### src/rtl/nnrv_trace_pkg.sv
// nnrv_trace_pkg: shared record type, FSM states and byte-framing helper for the retire-trace transmitter
package nnrv_trace_pkg;
  localparam logic [7:0] TRACE_SYNC = 8'hA5;
  localparam int TRACE_REC_BYTES = 15;
  typedef struct packed {
    logic [31:0] pc;
    logic [31:0] instr;
    logic [4:0]  rd;
    logic [31:0] wdata;
  } trace_rec_t;
  typedef enum logic {IDLE, SEND} trace_state_e;
  // Byte i of the framed record: sync, pc, instr, rd, wdata (all MSB first), then XOR of bytes 1..13.
  function automatic logic [7:0] rec_byte(trace_rec_t r, logic [3:0] i);
    logic [103:0] body;
    logic [7:0] b [16];
    body = {r.pc, r.instr, 3'b000, r.rd, r.wdata};
    b[0] = TRACE_SYNC;
    b[14] = 8'h00;
    b[15] = 8'h00;
    for (int k = 0; k < 13; k++) begin
      b[k + 1] = body[8 * (12 - k) +: 8];
      b[14] = b[14] ^ body[8 * (12 - k) +: 8];
    end
    return b[i];
  endfunction
endpackage

### src/rtl/nnrv_trace_tx_if.sv
// nnrv_trace_tx_if: retire input bus, byte stream handshake and overflow status
// master = retire stage + byte sink side; slave = the transmitter
interface nnrv_trace_tx_if;
  logic        i_ret_valid;
  logic [31:0] i_ret_pc;
  logic [31:0] i_ret_instr;
  logic [4:0]  i_ret_rd;
  logic [31:0] i_ret_wdata;
  logic        o_byte_valid;
  logic [7:0]  o_byte;
  logic        i_byte_ready;
  logic        o_overflow;
  logic [7:0]  o_drop_cnt;
  modport master (
    output i_ret_valid, i_ret_pc, i_ret_instr, i_ret_rd, i_ret_wdata, i_byte_ready,
    input  o_byte_valid, o_byte, o_overflow, o_drop_cnt
  );
  modport slave (
    input  i_ret_valid, i_ret_pc, i_ret_instr, i_ret_rd, i_ret_wdata, i_byte_ready,
    output o_byte_valid, o_byte, o_overflow, o_drop_cnt
  );
endinterface

### src/rtl/nnrv_trace_fifo.sv
// nnrv_trace_fifo: DEPTH-entry record FIFO; push when full is accepted only alongside a pop
// ports: i_clk/i_rst, i_push+i_din, i_pop, o_head (current head), o_full, o_empty
module nnrv_trace_fifo
  import nnrv_trace_pkg::*;
#(
  parameter int DEPTH = 4
) (
  input  logic       i_clk,
  input  logic       i_rst,
  input  logic       i_push,
  input  trace_rec_t i_din,
  input  logic       i_pop,
  output trace_rec_t o_head,
  output logic       o_full,
  output logic       o_empty
);
  localparam int AW = $clog2(DEPTH);
  logic [AW:0] wr_q, wr_d, rd_q, rd_d;
  trace_rec_t mem_q [DEPTH];
  trace_rec_t mem_d [DEPTH];
  logic do_push, do_pop;
  // pointers carry one extra wrap bit so full and empty are distinguishable
  assign o_empty = wr_q == rd_q;
  assign o_full  = wr_q == {~rd_q[AW], rd_q[AW-1:0]};
  assign do_pop  = i_pop && !o_empty;
  assign do_push = i_push && (!o_full || do_pop);
  assign o_head  = mem_q[rd_q[AW-1:0]];
  always_comb begin
    mem_d = mem_q;
    if (do_push) mem_d[wr_q[AW-1:0]] = i_din;
    wr_d = wr_q + {{AW{1'b0}}, do_push};
    rd_d = rd_q + {{AW{1'b0}}, do_pop};
  end
  always_ff @(posedge i_clk or posedge i_rst)
    if (i_rst) begin
      wr_q <= '0;
      rd_q <= '0;
    end else begin
      wr_q <= wr_d;
      rd_q <= rd_d;
    end
  always_ff @(posedge i_clk) mem_q <= mem_d;
endmodule

### src/rtl/nnrv_trace_tx.sv
// nnrv_trace_tx: serializes each retired instruction into a framed, checksummed 15-byte stream
// ports: i_clk, i_rst (async, active-high), tif (slave: retire bus in, byte stream out, overflow status)
module nnrv_trace_tx
  import nnrv_trace_pkg::*;
#(
  parameter int DEPTH = 4
) (
  input logic            i_clk,
  input logic            i_rst,
  nnrv_trace_tx_if.slave tif
);
  trace_state_e state_q, state_d;
  logic [3:0] idx_q, idx_d;
  trace_rec_t hold_q, hold_d, head, din;
  logic [7:0] byte_q, byte_d, drop_q, drop_d;
  logic ovf_q, ovf_d, full, empty, pop, hs, last, drop;
  assign din = {tif.i_ret_pc, tif.i_ret_instr, tif.i_ret_rd, tif.i_ret_wdata};
  nnrv_trace_fifo #(.DEPTH(DEPTH)) u_fifo (
    .i_clk  (i_clk),
    .i_rst  (i_rst),
    .i_push (tif.i_ret_valid),
    .i_din  (din),
    .i_pop  (pop),
    .o_head (head),
    .o_full (full),
    .o_empty(empty)
  );
  assign hs   = state_q == SEND && tif.i_byte_ready;
  assign last = idx_q == 4'(TRACE_REC_BYTES - 1);
  // reload straight from the FIFO on the final handshake so records run back to back
  assign pop  = !empty && (state_q == IDLE || (hs && last));
  assign drop = tif.i_ret_valid && full && !pop;
  always_comb begin
    hold_d  = pop ? head : hold_q;
    idx_d   = pop || (hs && last) ? 4'd0 : hs ? idx_q + 4'd1 : idx_q;
    state_d = pop ? SEND : hs && last ? IDLE : state_q;
    // the next byte is precomputed into a register so ready never reaches o_byte combinationally
    byte_d  = pop ? TRACE_SYNC : hs && !last ? rec_byte(hold_q, idx_q + 4'd1) : byte_q;
    ovf_d   = ovf_q | drop;
    drop_d  = drop_q + {7'd0, drop && drop_q != 8'hFF};
  end
  always_ff @(posedge i_clk or posedge i_rst)
    if (i_rst) begin
      state_q <= IDLE;
      idx_q   <= '0;
      hold_q  <= '0;
      byte_q  <= '0;
      ovf_q   <= 1'b0;
      drop_q  <= '0;
    end else begin
      state_q <= state_d;
      idx_q   <= idx_d;
      hold_q  <= hold_d;
      byte_q  <= byte_d;
      ovf_q   <= ovf_d;
      drop_q  <= drop_d;
    end
  assign tif.o_byte_valid = state_q == SEND;
  assign tif.o_byte       = byte_q;
  assign tif.o_overflow   = ovf_q;
  assign tif.o_drop_cnt   = drop_q;
endmodule

### src/flat_wrapper.sv
// flat-port wrapper written by rule: the top's interface ports become plain ports
module nnrv_trace_tx_flat import nnrv_trace_pkg::*;
#(
  parameter int DEPTH = 4
)
  (i_clk, i_rst, tif_i_ret_valid, tif_i_ret_pc, tif_i_ret_instr, tif_i_ret_rd, tif_i_ret_wdata, tif_i_byte_ready, tif_o_byte_valid, tif_o_byte, tif_o_overflow, tif_o_drop_cnt);
  nnrv_trace_tx_if tif_i ();
  input logic i_clk;
  input logic i_rst;
  input wire logic [$bits(tif_i.i_ret_valid)-1:0] tif_i_ret_valid;
  input wire logic [$bits(tif_i.i_ret_pc)-1:0] tif_i_ret_pc;
  input wire logic [$bits(tif_i.i_ret_instr)-1:0] tif_i_ret_instr;
  input wire logic [$bits(tif_i.i_ret_rd)-1:0] tif_i_ret_rd;
  input wire logic [$bits(tif_i.i_ret_wdata)-1:0] tif_i_ret_wdata;
  input wire logic [$bits(tif_i.i_byte_ready)-1:0] tif_i_byte_ready;
  output wire logic [$bits(tif_i.o_byte_valid)-1:0] tif_o_byte_valid;
  output wire logic [$bits(tif_i.o_byte)-1:0] tif_o_byte;
  output wire logic [$bits(tif_i.o_overflow)-1:0] tif_o_overflow;
  output wire logic [$bits(tif_i.o_drop_cnt)-1:0] tif_o_drop_cnt;
  assign tif_i.i_ret_valid = tif_i_ret_valid;
  assign tif_i.i_ret_pc = tif_i_ret_pc;
  assign tif_i.i_ret_instr = tif_i_ret_instr;
  assign tif_i.i_ret_rd = tif_i_ret_rd;
  assign tif_i.i_ret_wdata = tif_i_ret_wdata;
  assign tif_i.i_byte_ready = tif_i_byte_ready;
  assign tif_o_byte_valid = tif_i.o_byte_valid;
  assign tif_o_byte = tif_i.o_byte;
  assign tif_o_overflow = tif_i.o_overflow;
  assign tif_o_drop_cnt = tif_i.o_drop_cnt;
  nnrv_trace_tx #(.DEPTH(DEPTH)) u_core (.i_clk(i_clk), .i_rst(i_rst), .tif(tif_i));
endmodule
### config.mk
export PLATFORM = sky130hd
export DESIGN_NAME = nnrv_trace_tx_flat
export DESIGN_NICKNAME = d
export VERILOG_FILES = /design/src/rtl/nnrv_trace_pkg.sv /design/src/rtl/nnrv_trace_tx_if.sv /design/src/rtl/nnrv_trace_fifo.sv /design/src/rtl/nnrv_trace_tx.sv /design/src/flat_wrapper.sv
export SDC_FILE = /design/constraint.sdc
export NUM_CORES = 1
export LEC_CHECK = 0
export ABC_CLOCK_PERIOD_IN_PS = 12500
export CAP_MARGIN = 40
export CORE_UTILIZATION = 59
export DETAILED_ROUTE_END_ITERATION = 8
export PLACE_DENSITY = 0.81
export SLEW_MARGIN = 10
export SYNTH_ARGS = -nofsm -noshare
export SYNTH_HDL_FRONTEND = slang
export SYNTH_HIERARCHICAL = 1
export SYNTH_SLANG_ARGS = --single-unit
### constraint.sdc
create_clock -name i_clk -period 12.5 [get_ports i_clk]
set_input_delay 3.75 -clock i_clk [delete_from_list [all_inputs] [get_ports i_clk]]
set_output_delay 3.75 -clock i_clk [all_outputs]
set_load 0.05 [all_outputs]
# After elaboration in Yosys (flattened, before gate mapping)
# Cells that the tools add are included.
# classes
n_addsub	4
order_cmp	4
eq_ne	4
mux	15
n_bitwise	18
reduce_logical	20
# ops
operator	n
$bwmux W404	1
$mux W101	3
$bmux W101 S2	1
$demux W101 S2	1
$xor A8 B8 Y8	11
$bmux W8 S4	1
$mux W8	4
$logic_and A1 B1 Y1	10
$add A8 B1 Y8	1
$mux W4	2
$ne A8 B8 Y1 const B	1
$xor A8 B5 Y8	1
$add A3 B1 Y3	2
$eq A3 B3 Y1	2
$ge A3 B3 Y1 const B	2
$not A2 Y3	2
$reduce_bool A2 Y1	3
$ge A5 B5 Y1 const B	1
$not A4 Y5	1
$add A4 B1 Y4 const B	1
$eq A4 B4 Y1 const B	1
$logic_not A1 Y1	4
$logic_or A1 B1 Y1	3
$lt A3 B1 Y1 const B	1
other kinds (3)	5
# totals
regBits	533
inputBits	105
out_inout_bits	18
word_cells	92

# Logic depth before layout (Yosys ltp)
# Gate-level depths: netlist of the first run.
# logic_depth
ltp_word	17
mapped_depth	13
mapped_depth_nobuf	10

# By module
# Netlist of the first run, hierarchy kept.
# modules_own_cells
mod	instances	cells_each	area_each_um2	seq_area_each_um2
nnrv_trace_fifo	1	553	14893.0	12281.8
nnrv_trace_tx	1	502	6635.1	3078.0

# Worst setup path before layout of the first run
# OpenSTA, ideal clock, no wires.
# synth_timing
kind	input port to flip-flop
start	input tif_i_byte_ready
end	register u_core/u_fifo/mem_q[202] (netlist bit), enable pin
setup_ns	0.705
arrival_ns	11.972
required_time_ns	11.795
slack_ns	-0.178
path_stages	6
n_path_buf	2
path_cell_list	nand4_1 -> a21oi_2 -> buf_4 -> buf_4 -> o41ai_2 -> nor3b_1
# synth_between
elab_chain_cells	7
# synth_lines
element	line	text
start: declaration	flat_wrapper.sv:15	input wire logic [$bits(tif_i.i_byte_ready)-1:0] tif_i_byte_ready;
$logic_and A1 B1 Y1	nnrv_trace_tx.sv:28	assign hs = state_q == SEND && tif.i_byte_ready;
$logic_and A1 B1 Y1	nnrv_trace_tx.sv:31	assign pop = !empty && (state_q == IDLE || (hs && last));
$logic_or A1 B1 Y1	nnrv_trace_tx.sv:31	
$logic_and A1 B1 Y1	nnrv_trace_tx.sv:31	
named net u_core.pop	nnrv_trace_tx.sv:16	logic ovf_q, ovf_d, full, empty, pop, hs, last, drop;
$logic_and A1 B1 Y1	nnrv_trace_fifo.sv:25	assign do_pop = i_pop && !o_empty;
$logic_or A1 B1 Y1	nnrv_trace_fifo.sv:26	assign do_push = i_push && (!o_full || do_pop);
$logic_and A1 B1 Y1	nnrv_trace_fifo.sv:26	
end signal: assignment	nnrv_trace_fifo.sv:42	always_ff @(posedge i_clk) mem_q <= mem_d;
end: declaration	nnrv_trace_fifo.sv:19	trace_rec_t mem_q [DEPTH];
# The timed path passes the listed nets, and every way through them passes these cells.
# A chain may end at the register's enable or synchronous reset.

# Worst setup path after layout of the first run
# layout_timing
start	input tif_i_byte_ready
end	register u_core/u_fifo/mem_q[207] (netlist bit), enable pin
# layout_between
elab_chain_cells	7
# layout_lines
element	line
$logic_and A1 B1 Y1	nnrv_trace_tx.sv:28
$logic_and A1 B1 Y1	nnrv_trace_tx.sv:31
$logic_or A1 B1 Y1	nnrv_trace_tx.sv:31
$logic_and A1 B1 Y1	nnrv_trace_tx.sv:31
$logic_and A1 B1 Y1	nnrv_trace_fifo.sv:25
$logic_or A1 B1 Y1	nnrv_trace_fifo.sv:26
$logic_and A1 B1 Y1	nnrv_trace_fifo.sv:26
# No other way between the ends.

==> results of run 1 <==
[cell usage after synthesis (3+ instances only)]
library cell,instances,area (sq um)
edfxtp_1,404,12100
dfrtp_1,129,3230
mux4_2,113,2540
mux2_2,91,1020
xnor2_1,70,613
mux2_1,21,236
nand2_1,20,75.1
buf_2,19,95.1
xor2_1,19,166
nor2_1,18,67.6
a21oi_1,12,60.1
buf_6,12,135
buf_4,10,75.1
nand3_1,9,45.0
xnor3_1,9,203
ha_1,8,100
mux2i_1,8,80.1
o221ai_1,7,61.3
inv_1,6,22.5
clkbuf_1,5,18.8
a221oi_1,4,35.0
nand4_1,4,25.0
nor2b_1,4,25.0
nor3_1,4,20.0
o211ai_1,4,30.0
and2_1,3,18.8
nand2b_1,3,18.8
nor3b_1,3,22.5
o21ai_0,3,15.0
o21ai_1,3,15.0
[sequential cells by signal, summed over array words and instances (netlist names)]
name and cells:
u_core/u_fifo/mem_q 404, u_core/tif.o_drop_cnt 8, u_core/tif.o_byte_valid 1, u_core/idx_q 4, u_core/u_fifo/rd_q 3, u_core/u_fifo/wr_q 3, u_core/tif.o_byte 8, u_core/tif.o_overflow 1
u_core/hold_q 101
[power by group]
| group | switching [uW] | leakage, uW | internal (uW) |
|---|---|---|---|
| combinational | 691 | 0.00279 | 584 |
| clock | 637 | 0.000823 | 895 |
| sequential | 186 | 0.00543 | 2300 |
[final cells by class]
type	instances	area [sq um]	area share (%)
Tap cell	461	577	2.30
Inverter	7	28.8	0.115
Clock buffer	81	1510	6.03
Clock inverter	16	186	0.744
Multi-Input combinational cell	466	5830	23.3
Timing Repair Buffer	148	1560	6.21
Sequential cell	533	15400	61.3
[routing by layer]
metal  up-vias  wire length, microns  GRT usage [%]
li1       4512                     -              -
met1      5413                 17800           33.3
met2       362                 21300           38.3
met3        68                  2830           4.98
met4         0                  1170           8.62
met5         -                     0              0
[how the worst min path moves through the flow]
stage / cells past startpoint / slack [ps] / to / start
after floorplan: 1 / 460 / u_core/u_fifo/wr_q[2] / u_core/u_fifo/wr_q[2]
after global placement: 1 / 450 / u_core/tif.o_overflow / u_core/tif.o_overflow
after detailed placement: 1 / 460 / u_core/tif.o_overflow / u_core/tif.o_overflow
after CTS: 1 / 480 / u_core/tif.o_overflow / u_core/tif.o_overflow
after global routing: 1 / 500 / u_core/u_fifo/wr_q[2] / u_core/u_fifo/wr_q[2]
final: 1 / 470 / u_core/tif.o_overflow / u_core/tif.o_overflow
[per-stage QoR]
stage | instances | power [uW] | setup slack, ps
finish | 1712 | 5290 | 5560
global route | 1712 | 5490 | 5440
CTS | 1709 | 5320 | 5610
detailed placement | 1612 | 3790 | 4990
global placement | 1606 | 3720 | 4720
floorplan | 1055 | 3410 | 362
[cells by family after synthesis]
family                     count (synthesis)  synth area share [%]
and+or+nand+nor                           74                  1.69
buffers and inverters                     56                  1.78
xor gates and xnor gates                 100                  4.77
DFF                                      533                  71.3
adders and majority gates                  8                 0.465
muxes                                    234                  18.2
AOI/OAI and AO/OA                         50                  1.78
==> out/metrics.cfg, run 1 <==
[detailed_routing]
drtAntennaViolNets = 0
drt_iter0_markers = 682
drtPass1Iterations = 9
dr_total_vias = 10400
totalWireLength_microns = 43100
wire_per_inst_microns = 25.2
drc = 7
viasPerCell = 6.05

[clocking]
post_cts_resized = 0
h-tree-depth = 2
numCtsBuffers = 52
tritoncts = done
clock-sinks = 533
cts_root_buf = clkbuf_16
path_clk_slew_ps = 60
cts_setup_buffers = 0
postCtsHoldBufs = 0
clk_latency_ps = 600
clk_path_buf_depth = 3

[placement]
portBuffers = 122
dpl_cell_area_sq_um = 23300
dpl.hpwl_microns = 27200
gp_congestion = 0.895

[timing]
finalCritPeriodShare_pct = 55.5
hold_viol = 0
clock_skew_ps = 22.2
worst_pin_slew_ps = 861
setup_viol = 0
fin_setup_tns_ps = 0
slew_violations = 0
relSlewSlack_pct = 42.6
fmax_mhz = 144
min_period_ps = 6940
rsz0062_at_grt = false
holdWs_ps = 465

[critical_path]
cp_top_family = buffers and inverters
crit_top_cell = buf_4
cp-end-kind = flip-flop
crit_chain = clkdlybuf4s50_1 -> nand4_1 -> a21oi_4 -> o41ai_2 -> clkbuf_4 -> nor3b_4 -> buf_4 -> buf_4
cp-startpoint = tif_i_byte_ready
cp.depth = 8
crit_end = u_core/u_fifo/mem_q[207]
worst-path-max-fanout = 56
crit_type = input port to flip-flop
required_ps = 12710
worstPathBufferInverterCount = 4
r2r-start = u_core/u_fifo/rd_q[1]
critPathArrivalTime_ps = 7150
cpMaxStageDelayCell = buf_4
rrSetupSlack_ps = 8130
reg2reg_depth = 8
cp-start-kind = input port
reg2reg_to = u_core/u_fifo/mem_q[207]
cpPeakStageDelay_ps = 760

[yosys]
postSynthCellCount = 1055
synth_warnings = 6
synth_cell_type_count = 51
ys.flop_type = edfxtp_1
synth_edf_count = 404
synth_seq_cells = 533
syn-num-nets = 1168
yosysSeqAreaShare_pct = 71.3
syn_avg_cell_area_sq_um = 20.4
syn_area_sq_um = 21500
async_reset_ff_share_pct = 24.2

[die]
pin_count = 123
start_util_pct = 60.2
die_h_microns = 193
dieArea_sq_um = 37300
num_rows = 69
die_x_microns = 193
core_area_sq_um = 35700

[power_and_ir_drop]
peakVddDrop_v = 0.000189
power.density_nw_per_um2 = 211
leakagePower_uw = 0.00904

[cells_and_area]
drive_above_1_share_pct = 25.6
final_cell_mix = edfxtp_1 (404), dfrtp_1 (127), clkdlybuf4s50_1 (122)
final_common_cell = edfxtp_1
n_antenna_cell = 0
layout-area-overhead-vs-synth_pct = 16.4
final_area_sq_um = 25100
finalNetCount = 1321
fill_cells = 2138
post-route-util_pct = 70.1

[global_route]
grt_pass1_wl_microns = 64500
grt_pass1_vias = 10700
grt_start_max_net_pins = 57
gr-total-overflow = 0
gr-usage-all-layers_pct = 24.0
grt_antenna_before_repair = 0

[job]
maxCapViolations = 0

[worst_hold_path]
hp-class = flip-flop to flip-flop

[outcome]
violations = DRC
status = finished, violations left

No activity file was read; power rests on OpenSTA's default activity.
==> inputs of run 2 (changes only) <==
--- a/config.mk
+++ b/config.mk
@@ -5,11 +5,11 @@
 export SDC_FILE = /design/constraint.sdc
 export NUM_CORES = 1
 export LEC_CHECK = 0
-export ABC_CLOCK_PERIOD_IN_PS = 12500
+export ABC_CLOCK_PERIOD_IN_PS = 6100
 export CAP_MARGIN = 40
-export CORE_UTILIZATION = 59
+export CORE_UTILIZATION = 54
 export DETAILED_ROUTE_END_ITERATION = 8
-export PLACE_DENSITY = 0.81
+export PLACE_DENSITY = 0.78
 export SLEW_MARGIN = 10
 export SYNTH_ARGS = -nofsm -noshare
 export SYNTH_HDL_FRONTEND = slang
==> constraint.sdc (replaced) <==
create_clock -name i_clk -period 6.1 [get_ports i_clk]
set_input_delay 1.83 -clock i_clk [delete_from_list [all_inputs] [get_ports i_clk]]
set_output_delay 1.83 -clock i_clk [all_outputs]
set_load 0.05 [all_outputs]
==> run 2 against run 1 <==
  * The flow now finishes without violations
  * Final cell count grew 3.2%
  * Non-clock buffer count fell by 1
  * Die area grew 9.2%
  * Worst setup slack got worse by 3400 ps
  * Sequential power increased by 110%
  * Highest routed layer unchanged
  * Combinational power up 100%
  * Clock power increased by 120%
  * Global-route usage is 2.1 points lower
  * Clock skew fell by 3.5 ps
  * Routed wire length shrank 0.56%
  * Sequential share of layout area is 0.29 points lower
  * Sequential cell count did not move
==> out/metrics.cfg, run 2 (same netlist as run 1, synthesis figures left out) <==
[detailed_routing]
wire_per_inst_microns = 24.3  ; -3.6%
drtPass1Iterations = 5  ; -4
dr_total_vias = 10400  ; +0.24%
viasPerCell = 5.88  ; -2.8%
drc = 0  ; -7
drt_iter0_markers = 792  ; +16%
drtAntennaViolNets = 0  ; unchanged
totalWireLength_microns = 42800  ; -0.56%

[cells_and_area]
largest_reg_flops = 404  ; unchanged
finalNetCount = 1320  ; -0.076%
final_common_cell = edfxtp_1
drive_above_1_share_pct = 25.7  ; +0.14 points
regArea_sq_um = 15400  ; unchanged
layout-area-overhead-vs-synth_pct = 16.9
regMostFlops = u_core/u_fifo/mem_q
largest_registers = u_core/u_fifo/mem_q (404), u_core/hold_q (101)
final_cell_mix = edfxtp_1 (404), dfrtp_1 (127), clkdlybuf4s50_1 (122)
fill_cells = 2576  ; +20%
n_antenna_cell = 0  ; unchanged
final_area_sq_um = 25200  ; +0.47%
multi_input_area_sq_um = 5830  ; +0.11%

[critical_path]
cp-start-kind = input port
required_ps = 6320  ; -6390 ps
cpMaxStageDelayCell = clkdlybuf4s50_1
worst-path-max-fanout = 85  ; +52%
cpPeakStageDelay_ps = 550  ; -210 ps
cp-startpoint = tif_i_byte_ready
crit_chain = clkdlybuf4s50_1 -> nand4_1 -> a21oi_4 -> o41ai_2 -> buf_2 -> nor3_4 -> buf_12
r2r-start = u_core/idx_q[0]
crit_type = input port to flip-flop
cp-end-kind = flip-flop
critPathArrivalTime_ps = 4140  ; -3010 ps

[clocking]
postCtsHoldBufs = 0  ; unchanged
cts_setup_buffers = 0  ; unchanged
path_clk_slew_ps = 60  ; about the same
clk_latency_ps = 600  ; about the same
cts_root_buf = clkbuf_16
clk_path_buf_depth = 3  ; unchanged
post_cts_resized = 0  ; unchanged
clock-sinks = 533  ; unchanged
h-tree-depth = 2  ; unchanged
numCtsBuffers = 52  ; unchanged
tritoncts = done

[job]
maxCapViolations = 0  ; unchanged

[die]
num_rows = 72  ; +4.3%
die_x_microns = 202  ; +4.5%
die_h_microns = 202  ; +4.5%
pin_count = 123  ; unchanged
start_util_pct = 55.2  ; -5.0 points
core_area_sq_um = 39000  ; +9.1%
dieArea_sq_um = 40700  ; +9.2%

[placement]
gp_congestion = 0.874  ; -2.4%
dpl.hpwl_microns = 27200  ; -0.12%
dpl_cell_area_sq_um = 23400  ; +0.25%
portBuffers = 122  ; unchanged
pre_cts_slack_ps = 1480  ; -3510 ps

[global_route]
grt_pass1_vias = 10800  ; +1.0%
grt_antenna_before_repair = 0  ; unchanged
gr-total-overflow = 0  ; unchanged
grt_pass1_wl_microns = 66700  ; +3.3%
gr-usage-all-layers_pct = 21.9  ; -2.1 points
grt_start_max_net_pins = 86  ; +51%

[timing]
worst_pin_slew_ps = 991  ; +130 ps
clock_skew_ps = 18.8  ; -3.48 ps
setup_slack_ps = 2180  ; -3380 ps
fmax_mhz = 255
fin_setup_tns_ps = 0  ; unchanged
relSlewSlack_pct = 33.9  ; -8.7 points
holdWs_ps = 465  ; -0.169 ps
setup_viol = 0  ; unchanged
slew_violations = 0  ; unchanged
min_period_ps = 3920
finalCritPeriodShare_pct = 64.3
hold_viol = 0  ; unchanged
rsz0062_at_grt = false

[power_and_ir_drop]
peakVddDrop_v = 0.000334  ; +77%
finalPower_uw = 11000  ; +110%
leakagePower_uw = 0.00907  ; +0.27%
power.density_nw_per_um2 = 438  ; +110%

[worst_hold_path]
hp-class = flip-flop to flip-flop
hold_start = u_core/tif.o_overflow

[outcome]
status = completed

[run 2: through the flow]
step,std cells,util (%)
after floorplan,1055,-
after global placement,1663,59.6
after detailed placement,1670,59.9
after CTS,1765,64.5
after global routing,1766,64.5
final,1766,64.5
[run 2: area by class of cell]
| cell class | count | area share (%) |
|---|---|---|
| tap | 518 | 2.57 |
| sequential | 533 | 61.0 |
| timing repair buffer | 147 | 6.05 |
| clock buffer | 64 | 5.47 |
| clock inverter | 31 | 1.57 |
| multi-input combinational | 466 | 23.2 |
| inverter | 7 | 0.114 |
[run 2: worst max-delay path, delay by kind of cell]
kind,cells,cell delay (ps)
AND/OR/NAND/NOR,2,640
AO/OA/AOI/OAI,2,320
buffers and inverters,3,1230
[run 2: report_power, final]
| group | switching [uW] | internal, uW | leakage [uW] | total [uW] |
|---|---|---|---|---|
| logic | 1400 | 1210 | 0.00278 | 2600 |
| registers | 389 | 4710 | 0.00543 | 5100 |
| clock network | 1340 | 1990 | 0.000863 | 3330 |
[run 2: per-layer routing]
layer  vias up  share of wire, %  global-route usage, %
met5         -                 0                      0
met4         0               2.3                   6.17
met2       381                49                   34.1
met3        66               6.5                   4.15
met1      5418                43                   32.1
li1       4515                 -                      -
[run 2: final timing paths]
check | to | slack, ps | depth (start not counted)
max | u_core/u_fifo/mem_q[356] | 2180 | 7
max in group asynchronous | u_core/idx_q[3] | 3350 | 3
min reg2reg | u_core/tif.o_overflow | 460 | 1
min | u_core/tif.o_overflow | 460 | 1
max reg2reg | u_core/tif.o_byte[0] | 2520 | 9
min in group asynchronous | u_core/u_fifo/rd_q[2] | 1540 | 2
